<file path="config.mk">
export PLATFORM = sky130hd
export DESIGN_NAME = dragon_length_ctrl
export DESIGN_NICKNAME = d
export VERILOG_FILES = /design/src/rtl/dragon_pkg.sv /design/src/rtl/rise_detect.sv /design/src/rtl/dragon_length_ctrl.sv
export SDC_FILE = /design/constraint.sdc
export NUM_CORES = 1
export LEC_CHECK = 0
export ABC_AREA = 1
export BUFFER_PORTS_ARGS = -buffer_cell sky130_fd_sc_hd__buf_2
export CORE_MARGIN = 3
export CORE_UTILIZATION = 28
export DETAILED_ROUTE_END_ITERATION = 7
export GPL_ROUTABILITY_DRIVEN = 0
export GPL_TIMING_DRIVEN = 0
export HOLD_SLACK_MARGIN = 0.06
export PLACE_DENSITY_LB_ADDON = 0.05
export SYNTH_ARGS = -nofsm -noshare
export SYNTH_HDL_FRONTEND = slang
export SYNTH_SLANG_ARGS = --single-unit
</file>
<file path="constraint.sdc">
create_clock -name clk -period 1.68 [get_ports clk]
set_input_delay 0.084 -clock clk [delete_from_list [all_inputs] [get_ports clk]]
set_output_delay 0.084 -clock clk [all_outputs]
set_load 0.02 [all_outputs]
</file>
<file path="src/rtl/dragon_pkg.sv">
// Shared encodings for the dragon length/update interface and controller FSM.
package dragon_pkg;

   typedef enum logic [1:0] {
      LU_MOVE = 2'b00,
      LU_HEAL = 2'b01,
      LU_HIT  = 2'b10,
      LU_IDLE = 2'b11
   } lu_t;

   typedef enum logic [1:0] {
      ST_PLAY   = 2'b00,
      ST_INVULN = 2'b01,
      ST_DEAD   = 2'b10
   } state_t;

   localparam int MAX_SEGMENTS = 7;

endpackage

</file>
<file path="src/rtl/rise_detect.sv">
// Registered 0->1 edge detector; RESET_VAL sets the assumed previous level after reset.
module rise_detect #(
   parameter logic RESET_VAL = 1'b0
) (
   input  logic clk,
   input  logic reset,
   input  logic d_i,
   output logic rise_o
);

   logic prev_q;

   always_ff @(posedge clk) begin
      if (reset) prev_q <= RESET_VAL;
      else       prev_q <= d_i;
   end

   assign rise_o = d_i & ~prev_q;

endmodule

</file>
<file path="src/rtl/dragon_length_ctrl.sv">
// Turns collision heal/hit edges into at most one HEAL/HIT pulse per frame,
// tracking body length, post-hit invulnerability and sticky game-over.
module dragon_length_ctrl
   import dragon_pkg::*;
#(
   parameter int MAX_LEN       = MAX_SEGMENTS,
   parameter int INIT_LEN      = 0,
   parameter int INVULN_FRAMES = 60
) (
   input  logic       clk,
   input  logic       reset,
   input  logic       vsync,
   input  logic       heal_event,
   input  logic       hit_event,
   output logic [1:0] lengthUpdate,
   output logic [2:0] length,
   output logic       invuln,
   output logic       game_over
);

   localparam logic [2:0] MAX_L  = 3'(MAX_LEN);
   localparam logic [2:0] INIT_L = 3'(INIT_LEN);
   localparam logic [7:0] COOL_L = 8'(INVULN_FRAMES);

   logic frame_tick, heal_rise, hit_rise;

   // vsync resets its history to 1 so reset release never looks like a frame tick
   rise_detect #(.RESET_VAL(1'b1)) u_vsync_rd (
      .clk(clk), .reset(reset), .d_i(vsync), .rise_o(frame_tick));
   rise_detect #(.RESET_VAL(1'b0)) u_heal_rd (
      .clk(clk), .reset(reset), .d_i(heal_event), .rise_o(heal_rise));
   rise_detect #(.RESET_VAL(1'b0)) u_hit_rd (
      .clk(clk), .reset(reset), .d_i(hit_event), .rise_o(hit_rise));

   state_t     state_q, state_d;
   lu_t        lu_q, lu_d;
   logic [2:0] len_q, len_d;
   logic [7:0] cool_q, cool_d;
   logic       inv_q, inv_d;
   logic       go_q, go_d;
   logic       pend_heal_q, pend_heal_d;
   logic       pend_hit_q, pend_hit_d;
   logic       heal_slot;

   always_ff @(posedge clk) begin
      if (reset) begin
         state_q     <= ST_PLAY;
         lu_q        <= LU_MOVE;
         len_q       <= INIT_L;
         cool_q      <= 8'd0;
         inv_q       <= 1'b0;
         go_q        <= 1'b0;
         pend_heal_q <= 1'b0;
         pend_hit_q  <= 1'b0;
      end else begin
         state_q     <= state_d;
         lu_q        <= lu_d;
         len_q       <= len_d;
         cool_q      <= cool_d;
         inv_q       <= inv_d;
         go_q        <= go_d;
         pend_heal_q <= pend_heal_d;
         pend_hit_q  <= pend_hit_d;
      end
   end

   always_comb begin
      state_d     = state_q;
      lu_d        = LU_MOVE;
      len_d       = len_q;
      cool_d      = cool_q;
      inv_d       = inv_q;
      go_d        = go_q;
      pend_heal_d = pend_heal_q | heal_rise;
      pend_hit_d  = pend_hit_q | hit_rise;
      heal_slot   = 1'b0;

      unique case (state_q)
         ST_PLAY: begin
            if (frame_tick) begin
               if (pend_hit_q) begin
                  // a fresh edge landing on the serving cycle becomes the next request
                  pend_hit_d = hit_rise;
                  if (len_q == 3'd0) begin
                     state_d = ST_DEAD;
                     go_d    = 1'b1;
                  end else begin
                     lu_d    = LU_HIT;
                     len_d   = len_q - 3'd1;
                     cool_d  = COOL_L;
                     inv_d   = 1'b1;
                     state_d = ST_INVULN;
                  end
               end else begin
                  heal_slot = 1'b1;
               end
            end
         end
         ST_INVULN: begin
            pend_hit_d = 1'b0;
            if (frame_tick) begin
               heal_slot = 1'b1;
               if (cool_q == 8'd1) begin
                  state_d = ST_PLAY;
                  inv_d   = 1'b0;
               end else begin
                  cool_d = cool_q - 8'd1;
               end
            end
         end
         ST_DEAD: begin
            pend_heal_d = 1'b0;
            pend_hit_d  = 1'b0;
            go_d        = 1'b1;
         end
         default: state_d = ST_PLAY;
      endcase

      if (heal_slot && pend_heal_q) begin
         pend_heal_d = heal_rise;
         if (len_q < MAX_L) begin
            lu_d  = LU_HEAL;
            len_d = len_q + 3'd1;
         end
      end
   end

   assign lengthUpdate = lu_q;
   assign length       = len_q;
   assign invuln       = inv_q;
   assign game_over    = go_q;

endmodule

</file>
==> impl_metrics.tcl <==
set metrics [dict create \
    status "finished, final reports clean" \
    tns_ps 0 \
    period_needed_ps 1500 \
    crit_path_cell_trace "inv_1, ha_1, nand2_1, nand2_1, nand2_1, nand2_1, inv_2, nand2_4, o21ai_1, nor2_1" \
    dr_total_vias 1038 \
    initial_utilization_pct 30.4 \
    use_met3_pct 2.98 \
    syn_nets 177 \
    slew_violations 0 \
    grt_max_degree 14 \
    die_w_um 70.6 \
    first_pass_iters 4 \
    rsz0062_at_grt "no" \
    cp_slowest_stage_delay_ps 370 \
    routed_wirelength_um 2440 \
    reg2reg_from "length[0]$_SDFF_PP0_" \
    yosysWarnings 0 \
    numPortBuffers 11 \
    grt_pass1_vias 968 \
    cp-start-kind "register" \
    setup.worst_path.end_class "register" \
    yosys_register_bits 22 \
    antenna_found_initial 0 \
    crit_top_cell "nand2_1" \
    crit_path_max_fanout 8 \
    worst-path-buf-inv 2 \
    cts_buffers 3 \
    max_cap_viol_count 0 \
    insertion_delay_ps 260 \
    finClkSkew_ps 6.67 \
    syn_to_final_growth_pct 20.4 \
    crit_slowest_cell "dfxtp_4" \
    grt_overflow 0 \
    die_area_mm2 0.00499 \
    crit_family "simple AND/OR/NAND/NOR gates" \
    crit_start "length[0]$_SDFF_PP0_" \
    die_y_um 70.6 \
    top_usage_layer "met2" \
    insertedDiodeCount 0 \
    clk_path_buf_depth 2 \
    power_leakage_nw 0.628 \
    cts_tree "built" \
    cts.sinks 22 \
    min_path_type "register to register" \
    netlist_instances 167 \
    fillerInstances 418 \
    grt_use_total_pct 10.2 \
    layout_setup_ws_ps 179 \
    drive_above_1_share_pct 18.3 \
    regArea_um2 445 \
    ys_types 25 \
    clock_tree.root_cell "clkbuf_8" \
    drcViolationCount 0 \
    min-delay-start "game_over$_SDFFE_PP0P_" \
    grt_pass1_wl_um 4200 \
    critPathArrivalTime_ps 1670 \
    avgViaCountPerCell 4.44 \
    tightest_slew_ps 500 \
    wl_per_cell_um 10.4 \
    final-hold-violation-count 0 \
    critPathKind "register to register" \
    drtAntennaViolNets 0 \
    met1_usage_pct 12.6 \
    io_pins 12 \
    seq_area_frac_synth_pct 37.6 \
    fmax_mhz 666 \
    critPathRequiredTime_ps 1850 \
    rows 22 \
    multi_input_area_um2 651 \
    syn_area_mm2 0.00117 \
    syn_avg_cell_area_um2 7.01 \
    fin_total_pwr_w 0.00111 \
    pre_cts_slack_ps 132 \
    slew_headroom_pct 66.7 \
    ir_drop_v 0.000353 \
    nNetsFinal 197 \
    cts.htree.levels 1 \
    coreArea_mm2 0.00385 \
    dp_hpwl_um 1860 \
    post-route-period-util_pct 89.3 \
    setup-violations-final 0 \
    drtIter0Drc 58 \
    met2_usage_pct 17.9 \
    power_density_mw_per_mm2 787 \
    clk_pin_slew_ps 80 \
]
==> worst register-to-register path, cell delays in order (launching register included) <==
cell and delay, ps:
dfxtp_4 370, inv_1 70, ha_1 200, nand2_1 130, nand2_1 60, nand2_1 70
nand2_1 110, inv_2 130, nand2_4 100, o21ai_1 120, nor2_1 50
==> cell type report <==
| class | instances | share of cell area (%) |
|---|---|---|
| buffer | 1 | 0.266 |
| clock buffer | 3 | 2.93 |
| clock inverter | 1 | 2.13 |
| inverter | 22 | 5.86 |
| multi-input combinational | 122 | 46.2 |
| sequential | 22 | 31.6 |
| tap | 48 | 4.26 |
| timing repair buffer | 15 | 6.75 |
==> synthesized netlist by cell type, drive strengths merged <==
| cell | count | area share (%) |
|---|---|---|
| nand2 | 46 | 16 |
| nor2 | 23 | 9.1 |
| dfxtp | 22 | 38 |
| inv | 22 | 7.1 |
| a21oi | 13 | 5.9 |
| nand3 | 12 | 5.1 |
| o21ai | 7 | 4.0 |
| ha | 5 | 5.3 |
| nand4 | 4 | 2.1 |
| or2 | 4 | 2.1 |
| nand3b | 2 | 1.3 |
| o21bai | 2 | 1.3 |
| a211oi | 1 | 0.64 |
| clkbuf | 1 | 0.32 |
| nor3 | 1 | 0.43 |
| o211ai | 1 | 0.64 |
| xnor2 | 1 | 0.75 |
==> final timing paths <==
check,to,slack (ps),depth (start not counted)
worst min register to register,game_over$_SDFFE_PP0P_,460,2
worst max register to register,cool_q[1]$_SDFFE_PP0P_,180,10
worst max-delay path,cool_q[1]$_SDFFE_PP0P_,180,10
worst min-delay path,game_over$_SDFFE_PP0P_,460,2
==> state kept, by name (all words and copies together) (netlist names) <==
name / flops
cool_q: 8
invuln: 1
lengthUpdate: 2
u_heal_rd.prev_q: 1
u_hit_rd.prev_q: 1
state_q: 2
u_vsync_rd.prev_q: 1
game_over: 1
length: 3
pend_heal_q: 1
pend_hit_q: 1
==> metal layers <==
layer | vias up | wire (um)
li1 | 569 | -
met3 | 2 | 89
met1 | 450 | 1270
met5 | - | 0
met2 | 17 | 1060
met4 | 0 | 19
==> logic make-up after synthesis <==
logic type | Yosys count | share of synthesized area [%]
simple gates | 92 | 36.5
compound gates | 24 | 12.4
buf+inv | 23 | 7.38
flops | 22 | 37.6
fa+ha+maj | 5 | 5.35
xor+xnor | 1 | 0.749
==> through the flow <==
| stage | cells | cell area [um^2] | utilization [%] | hold WS (ps) |
|---|---|---|---|---|
| floorplan | 167 | 1170 | - | 153 |
| global placement | 226 | 1280 | 33.3 | 287 |
| detailed placement | 226 | 1280 | 33.3 | 290 |
| CTS | 234 | 1400 | 36.2 | 464 |
| global route | 234 | 1410 | 36.6 | 489 |
| finish | 234 | 1410 | 36.6 | 456 |
==> report_power, final <==
part / switching [W] / leakage [nW] / internal [W]
Sequential: 0.00000880 / 0.180 / 0.000532
Clock: 0.000175 / 0.0357 / 0.000318
Combinational: 0.0000443 / 0.412 / 0.0000309
==> cell usage in the layout (no fill, tap or decap) <==
master	n
nand2_1	43
nand3_1	12
dfxtp_4	1
or2_2	4
nand3b_1	2
nor2_2	2
bufinv_16	1
clkbuf_1	1
a21oi_4	1
o21ai_4	1
a211oi_1	1
a21oi_1	12
nor2_4	2
nor2_1	19
nand2_4	2
buf_2	11
clkbuf_8	3
o21ai_1	4
xnor2_1	1
inv_1	18
ha_1	5
dfxtp_1	20
dlygate4sd3_1	4
nand4_1	4
nand2_2	1
o21ai_0	2
o211ai_1	1
inv_2	4
dfxtp_2	1
nor3_1	1
o21bai_1	2
==> timing repair <==
item	CTS	global route
setup buffers	0	0
endpoints found under the setup margin	0	10
resized for setup	0	4
hold buffers	4	0
endpoints found under the hold margin	5	0
No activity file was read; power rests on OpenSTA's default activity.
